## config.mk

```make
export PLATFORM = sky130hd
export DESIGN_NAME = kernel_bram_pingpong_cu_flat
export DESIGN_NICKNAME = d
export VERILOG_FILES = /design/src/rtl/kernel_bram_pingpong_cu_if.sv /design/src/rtl/kernel_bram_pingpong_cu.sv /design/src/flat_wrapper.sv
export SDC_FILE = /design/constraint.sdc
export NUM_CORES = 1
export LEC_CHECK = 0
export CAP_MARGIN = 20
export CORE_MARGIN = 2
export CORE_UTILIZATION = 40
export CTS_CLUSTER_DIAMETER = 150
export DETAILED_ROUTE_END_ITERATION = 10
export DONT_BUFFER_PORTS = 1
export PLACE_DENSITY = 0.58
export SYNTH_ARGS = -nofsm -noshare
export SYNTH_HDL_FRONTEND = slang
export SYNTH_SLANG_ARGS = --single-unit
```

## constraint.sdc

```tcl
create_clock -name clk -period 5.21 [get_ports clk]
set_input_delay 1.3025 -clock clk [delete_from_list [all_inputs] [get_ports clk]]
set_output_delay 1.3025 -clock clk [all_outputs]
set_load 0.005 [all_outputs]
```

## src/rtl/kernel_bram_pingpong_cu_if.sv

```systemverilog
// kernel_bram_pingpong_cu_if: AXI4-Stream kernel input plus both kernel BRAM ports
//   slave  : control-unit view (consumes the stream, drives BRAM ports A and B)
//   master : environment view (drives the stream, observes the BRAM ports)
interface kernel_bram_pingpong_cu_if #(
   parameter int DATA_W = 32,
   parameter int ADDR_W = 9
);
   logic [DATA_W-1:0] s_axis_tdata;
   logic              s_axis_tvalid;
   logic              s_axis_tlast;
   logic              s_axis_tready;
   logic              ena_ker_BRAM;
   logic              wea_ker_BRAM;
   logic [ADDR_W:0]   addra_ker_BRAM;
   logic [DATA_W-1:0] dina_ker_BRAM;
   logic              enb_ker_BRAM;
   logic [ADDR_W:0]   addrb_ker_BRAM;
   modport slave (
      input  s_axis_tdata, s_axis_tvalid, s_axis_tlast,
      output s_axis_tready, ena_ker_BRAM, wea_ker_BRAM, addra_ker_BRAM, dina_ker_BRAM,
             enb_ker_BRAM, addrb_ker_BRAM
   );
   modport master (
      output s_axis_tdata, s_axis_tvalid, s_axis_tlast,
      input  s_axis_tready, ena_ker_BRAM, wea_ker_BRAM, addra_ker_BRAM, dina_ker_BRAM,
             enb_ker_BRAM, addrb_ker_BRAM
   );
endinterface

```

## src/rtl/kernel_bram_pingpong_cu.sv

```systemverilog
// kernel_bram_pingpong_cu: ping-pong kernel BRAM control (stream writes one bank, reads step the other)
//   clk, Reset (async, active low)
//   load_BRAM_dina / update_BRAM_doutb / swap_bank : single-cycle command pulses
//   CHANNEL_SIZE : words per kernel set (1..2^ADDR_W), sampled when a load is accepted
//   bus          : AXI4-Stream slave input, BRAM port A (write) and port B (read)
//   last_loading_1ker, last_channel, load_busy, wbank_full, rbank_valid, tlast_err : status
module kernel_bram_pingpong_cu #(
   parameter int DATA_W = 32,
   parameter int ADDR_W = 9
) (
   input  logic                     clk,
   input  logic                     Reset,
   input  logic                     load_BRAM_dina,
   input  logic                     update_BRAM_doutb,
   input  logic                     swap_bank,
   input  logic [ADDR_W:0]          CHANNEL_SIZE,
   kernel_bram_pingpong_cu_if.slave bus,
   output logic                     last_loading_1ker,
   output logic                     last_channel,
   output logic                     load_busy,
   output logic                     wbank_full,
   output logic                     rbank_valid,
   output logic                     tlast_err
);
   typedef enum logic [1:0] {W_IDLE, W_LOAD, W_DONE} wstate_t;
   wstate_t           state, state_nx;
   logic              wsel;
   logic [ADDR_W-1:0] a_cnt, b_cnt;
   logic [ADDR_W:0]   wsize, rsize;
   logic              swap_acc, load_acc, hs, final_beat, b_wrap;
   always_ff @(posedge clk or negedge Reset)
      if (!Reset) state <= W_IDLE;
      else state <= state_nx;
   always_comb begin
      swap_acc   = swap_bank && state == W_IDLE && wbank_full;
      load_acc   = load_BRAM_dina && state == W_IDLE && !wbank_full && !swap_acc && CHANNEL_SIZE != '0;
      hs         = state == W_LOAD && bus.s_axis_tvalid;
      final_beat = hs && {1'b0, a_cnt} == wsize - 1'b1;
      b_wrap     = {1'b0, b_cnt} == rsize - 1'b1;
      state_nx   = state == W_IDLE ? (load_acc ? W_LOAD : W_IDLE) :
                   state == W_LOAD ? (final_beat ? W_DONE : W_LOAD) : W_IDLE;
   end
   always_ff @(posedge clk or negedge Reset)
      if (!Reset) begin
         wsel         <= 1'b0;
         a_cnt        <= '0;
         b_cnt        <= '0;
         wsize        <= '0;
         rsize        <= '0;
         wbank_full   <= 1'b0;
         rbank_valid  <= 1'b0;
         tlast_err    <= 1'b0;
         last_channel <= 1'b0;
      end else begin
         if (load_acc) begin
            wsize <= CHANNEL_SIZE;
            a_cnt <= '0;
         end else if (hs) a_cnt <= final_beat ? '0 : a_cnt + 1'b1;
         // tlast must coincide exactly with the counted final beat
         if (hs && bus.s_axis_tlast != final_beat) tlast_err <= 1'b1;
         // swap only happens in W_IDLE, so it never collides with a write beat
         if (swap_acc) begin
            wsel         <= ~wsel;
            rsize        <= wsize;
            b_cnt        <= '0;
            wbank_full   <= 1'b0;
            rbank_valid  <= 1'b1;
            last_channel <= 1'b0;
         end else begin
            if (final_beat) wbank_full <= 1'b1;
            last_channel <= update_BRAM_doutb && rbank_valid && b_wrap;
            if (update_BRAM_doutb && rbank_valid) b_cnt <= b_wrap ? '0 : b_cnt + 1'b1;
         end
      end
   assign bus.s_axis_tready  = state == W_LOAD;
   assign bus.ena_ker_BRAM   = state == W_LOAD;
   assign bus.wea_ker_BRAM   = hs;
   assign bus.addra_ker_BRAM = {wsel, a_cnt};
   assign bus.dina_ker_BRAM  = bus.s_axis_tdata;
   assign bus.enb_ker_BRAM   = rbank_valid;
   // port B is parked at 0 until a set has been swapped in, so every output idles at 0
   assign bus.addrb_ker_BRAM = rbank_valid ? {~wsel, b_cnt} : '0;
   assign last_loading_1ker  = final_beat;
   assign load_busy          = state != W_IDLE;
endmodule

```

## src/flat_wrapper.sv

```systemverilog
// flat-port wrapper written by rule: the top's interface ports become plain ports
module kernel_bram_pingpong_cu_flat 
#(
   parameter int DATA_W = 32,
   parameter int ADDR_W = 9
)
  (clk, Reset, load_BRAM_dina, update_BRAM_doutb, swap_bank, CHANNEL_SIZE, last_loading_1ker, last_channel, load_busy, wbank_full, rbank_valid, tlast_err, bus_s_axis_tdata, bus_s_axis_tvalid, bus_s_axis_tlast, bus_s_axis_tready, bus_ena_ker_BRAM, bus_wea_ker_BRAM, bus_addra_ker_BRAM, bus_dina_ker_BRAM, bus_enb_ker_BRAM, bus_addrb_ker_BRAM);
  kernel_bram_pingpong_cu_if #(.DATA_W(DATA_W), .ADDR_W(ADDR_W)) bus_i ();
  input  logic clk;
  input  logic Reset;
  input  logic load_BRAM_dina;
  input  logic update_BRAM_doutb;
  input  logic swap_bank;
  input  logic [ADDR_W:0] CHANNEL_SIZE;
  output logic last_loading_1ker;
  output logic last_channel;
  output logic load_busy;
  output logic wbank_full;
  output logic rbank_valid;
  output logic tlast_err;
  input wire logic [$bits(bus_i.s_axis_tdata)-1:0] bus_s_axis_tdata;
  input wire logic [$bits(bus_i.s_axis_tvalid)-1:0] bus_s_axis_tvalid;
  input wire logic [$bits(bus_i.s_axis_tlast)-1:0] bus_s_axis_tlast;
  output wire logic [$bits(bus_i.s_axis_tready)-1:0] bus_s_axis_tready;
  output wire logic [$bits(bus_i.ena_ker_BRAM)-1:0] bus_ena_ker_BRAM;
  output wire logic [$bits(bus_i.wea_ker_BRAM)-1:0] bus_wea_ker_BRAM;
  output wire logic [$bits(bus_i.addra_ker_BRAM)-1:0] bus_addra_ker_BRAM;
  output wire logic [$bits(bus_i.dina_ker_BRAM)-1:0] bus_dina_ker_BRAM;
  output wire logic [$bits(bus_i.enb_ker_BRAM)-1:0] bus_enb_ker_BRAM;
  output wire logic [$bits(bus_i.addrb_ker_BRAM)-1:0] bus_addrb_ker_BRAM;
  assign bus_i.s_axis_tdata = bus_s_axis_tdata;
  assign bus_i.s_axis_tvalid = bus_s_axis_tvalid;
  assign bus_i.s_axis_tlast = bus_s_axis_tlast;
  assign bus_s_axis_tready = bus_i.s_axis_tready;
  assign bus_ena_ker_BRAM = bus_i.ena_ker_BRAM;
  assign bus_wea_ker_BRAM = bus_i.wea_ker_BRAM;
  assign bus_addra_ker_BRAM = bus_i.addra_ker_BRAM;
  assign bus_dina_ker_BRAM = bus_i.dina_ker_BRAM;
  assign bus_enb_ker_BRAM = bus_i.enb_ker_BRAM;
  assign bus_addrb_ker_BRAM = bus_i.addrb_ker_BRAM;
  kernel_bram_pingpong_cu #(.DATA_W(DATA_W), .ADDR_W(ADDR_W)) u_core (.clk(clk), .Reset(Reset), .load_BRAM_dina(load_BRAM_dina), .update_BRAM_doutb(update_BRAM_doutb), .swap_bank(swap_bank), .CHANNEL_SIZE(CHANNEL_SIZE), .bus(bus_i), .last_loading_1ker(last_loading_1ker), .last_channel(last_channel), .load_busy(load_busy), .wbank_full(wbank_full), .rbank_valid(rbank_valid), .tlast_err(tlast_err));
endmodule
```

==> qor.json <==
{
  "setup_path": {
    "critical_path.max_stage_delay_ns": 0.65,
    "rr_worst_depth": 9,
    "critPathLaunchType": "register",
    "startpoint_to_endpoint_class_of_the_critical_path": "reg2out",
    "critical-path-top-delay-family": "simple AND/OR/NAND/NOR gates",
    "worst-path-buf-inv": 0,
    "timing.critical_path.required_ns": 3.91,
    "cp.arrival_ns": 2.71,
    "rr_endpoint": "u_core.b_cnt[6]",
    "critical-path-slowest-cell": "sky130_fd_sc_hd__or4_1",
    "timing.critical_path.fanout_max": 8,
    "setup.worst_path.end_class": "output pin",
    "r2r_start": "u_core.rsize[0]",
    "crit_path_cell_trace": "or4_1, nor4_1, o2111ai_1, a2111oi_2, nand3_2, nor2_4",
    "reg2reg_setup_slack_ns": 2.40
  },
  "placed_design": {
    "dp_hpwl_mm": 4.60,
    "gp_congestion": 0.890,
    "pre_cts_slack_ns": 1.52,
    "number_of_buffer_cells_added_on_primary_ports": 0,
    "placement.cell_area_sq_mm": 0.00284
  },
  "finish": {
    "antenna_cells_inserted": 0,
    "layout.cells.most_common_list": "45 x sky130_fd_sc_hd__dfrtp_1, 25 x sky130_fd_sc_hd__o21ai_0, 20 x sky130_fd_sc_hd__nor2_1",
    "drive_above_1_share_pct": 10.5,
    "finalInstanceArea_sq_mm": 0.00298,
    "layout_commonest_cell": "sky130_fd_sc_hd__dfrtp_1",
    "num-fill-cells": 742,
    "flow.area_growth_from_synthesis_pct": -2.42,
    "num-nets-final": 348,
    "final_design_utilization_pct": 40.6
  },
  "drt": {
    "route.detailed.wl_per_inst_um": 16.0,
    "drt_first_iter_violations": 101,
    "wl_met3_um": 317,
    "drt_drc_violations_left": 0,
    "highest_layer": "met4",
    "drt_pass1_iterations": 4,
    "via_count": 2214,
    "drt-total-wl_mm": 6.32,
    "met2RoutedLength_mm": 3.00,
    "detail-route-antenna-nets": 0,
    "vias_per_cell": 5.61,
    "m1WireLength_mm": 2.89
  },
  "yosys": {
    "synth_edf_count": 0,
    "ys_seq_elements": 45,
    "post_synth_main_area_contributors": "sky130_fd_sc_hd__dfrtp_1 37%, sky130_fd_sc_hd__buf_4 8.6%, sky130_fd_sc_hd__mux2_2 4.8%",
    "ys_async_sr_fraction_pct": 100,
    "syn_avg_cell_area_sq_um": 8.95,
    "synth.yosys.seq_area_share_pct": 36.9,
    "dominantRegCellSynth": "sky130_fd_sc_hd__dfrtp_1",
    "synth_area_leader_cell": "sky130_fd_sc_hd__dfrtp_1",
    "postSynthCellCount": 341,
    "synth_cell_types": 54,
    "yosys_warnings": 0,
    "mappedNetlistArea_sq_mm": 0.00305,
    "yosys_top_cell_area_share_pct": 36.9,
    "synthesis.nets": 394
  },
  "clocking": {
    "cts_hold_buffers": 0,
    "post_cts_resize_count": 0,
    "post-cts-setup-buffer-count": 0,
    "worstSkewPairLatency_ns": 0.30,
    "path_clk_slew_ns": 0.09,
    "cts.sinks": 45,
    "cts_made_buffers": 5,
    "clock_root_buffer": "sky130_fd_sc_hd__clkbuf_8",
    "tritoncts": "built",
    "clock_tree.buffer_depth": 2,
    "h_tree_levels": 2
  },
  "timing": {
    "timing.final.max_slew_violations": 0,
    "slew_headroom_pct": 52.4,
    "timing_hold_violations_final": 0,
    "setup_repair_after_global_routing_missed_its_margin": "no",
    "post-route-worst-setup-slack_ns": 1.20,
    "final-setup-viol-count": 0,
    "final_period_minus_worst_setup_slack_ns": 4.01,
    "fin_skew_ns": 0.0112,
    "final_min_period_over_clock_period_pct": 77.0,
    "total_neg_setup_slack_ns": 0,
    "slew_at_the_pin_closest_to_its_max_slew_limit_ns": 0.714,
    "hold_slack_ns": 0.489,
    "fmax_mhz": 249
  },
  "global_route": {
    "antenna_found_initial": 0,
    "via_count_of_the_first_global_routing_pass": 2247,
    "largest_net_degree_at_the_start_of_global_routing": 46,
    "track_usage_pct": 16.1,
    "grt_overflow_total": 0,
    "grt_first_pass_wirelength_mm": 11.0
  },
  "die": {
    "floorplan.die.width_um": 91.3,
    "initial_core_util_pct": 41.6,
    "die_height_um": 91.3,
    "core_area_sq_mm": 0.00733,
    "design.portCount": 111,
    "row_count": 31,
    "dieArea_sq_mm": 0.00834
  },
  "hold_path": {
    "holdCritStartpoint": "u_core.tlast_err",
    "hold_path_class": "reg2reg",
    "worstHoldEndpoint": "u_core.tlast_err",
    "holdPathStages": 1
  },
  "run_status": {
    "run_status": "completed"
  },
  "job": {
    "cap_viol_max_count": 0
  },
  "power_and_ir_drop": {
    "vdd.ir_drop.worst_uv": 196,
    "p_leak_uw": 0.00125,
    "pwr_density_cell_mw_per_mm2": 512
  }
}
==> registers in the layout, summed over array words and instances (netlist names), 2 cells and up <==
name and flops:
u_core.wsize 10, u_core.b_cnt 9, u_core.rsize 10, u_core.state 2, u_core.a_cnt 9
==> power breakdown <==
part	internal [uW]	switching, uW	total (uW)
combinational	275	298	573
sequential	455	184	639
clock	191	122	313
==> synthesized netlist by cell type (2+ instances only) <==
cell	count
sky130_fd_sc_hd__o2111ai_1	2
sky130_fd_sc_hd__nor2b_1	3
sky130_fd_sc_hd__inv_1	10
sky130_fd_sc_hd__a21oi_1	4
sky130_fd_sc_hd__o22ai_1	2
sky130_fd_sc_hd__a21o_1	2
sky130_fd_sc_hd__nor4_1	14
sky130_fd_sc_hd__a211o_1	2
sky130_fd_sc_hd__o21a_1	2
sky130_fd_sc_hd__nand4_1	3
sky130_fd_sc_hd__buf_4	35
sky130_fd_sc_hd__xor2_1	12
sky130_fd_sc_hd__or3_1	3
sky130_fd_sc_hd__o21ai_0	25
sky130_fd_sc_hd__ha_1	4
sky130_fd_sc_hd__nor2_1	20
sky130_fd_sc_hd__and2_1	10
sky130_fd_sc_hd__nand3b_1	3
sky130_fd_sc_hd__nor3_1	12
sky130_fd_sc_hd__and3_1	10
sky130_fd_sc_hd__mux2_2	13
sky130_fd_sc_hd__a31oi_1	2
sky130_fd_sc_hd__or4_1	4
sky130_fd_sc_hd__nand2b_1	3
sky130_fd_sc_hd__nand3_1	16
sky130_fd_sc_hd__o21bai_1	4
sky130_fd_sc_hd__o31a_1	2
sky130_fd_sc_hd__nor3b_1	4
sky130_fd_sc_hd__clkbuf_1	18
sky130_fd_sc_hd__dfrtp_1	45
sky130_fd_sc_hd__xnor2_1	12
sky130_fd_sc_hd__nand2_1	18
==> stage by stage <==
step,cells,power [uW]
2_1_floorplan,341,1140
3_3_place_gp,387,1210
3_5_place_dp,387,1220
4_1_cts,395,1540
5_1_grt,395,1660
6_report,395,1530
==> cell families (layout without fill, tap and decap cells) <==
logic type	Yosys count	in the layout	share of synthesized area [%]
and+or+nand+nor	130	130	23.6
adders and majority gates	4	4	1.64
xor gates and xnor gates	24	24	6.89
DFF	45	45	36.9
muxes	13	13	4.80
buffers and inverters	66	21	12.7
AOI/OAI and AO/OA	59	59	13.5
==> area by class of cell <==
type	count	area (sq um)	share of cell area [%]
clock buffers	5	68.8	2.31
clock inverters	3	65.1	2.19
inverters	11	41.3	1.39
multi-input cells	230	1540	51.6
flip-flops and latches	45	1130	37.8
well taps	99	124	4.16
repair buffers	2	15.0	0.504
==> routing by layer <==
layer / GRT usage, % / up-vias
met5: 0 / -
met4: 4.29 / 0
met3: 4.73 / 16
met2: 26.2 / 46
met1: 20.9 / 1066
li1: - / 1086
==> worst max-delay path by stage <==
stage | slack [ns] | start | to | cells past startpoint
2_1_floorplan | 1.70 | u_core.wsize[3] | last_loading_1ker | 8
3_3_place_gp | 1.57 | u_core.wsize[3] | last_loading_1ker | 6
3_5_place_dp | 1.52 | u_core.wsize[3] | last_loading_1ker | 6
4_1_cts | 1.19 | u_core.wsize[3] | last_loading_1ker | 6
5_1_grt | 0.93 | u_core.wsize[3] | last_loading_1ker | 6
6_report | 1.20 | u_core.wsize[3] | last_loading_1ker | 6
Note: power is estimated with default switching activity, not from simulation.
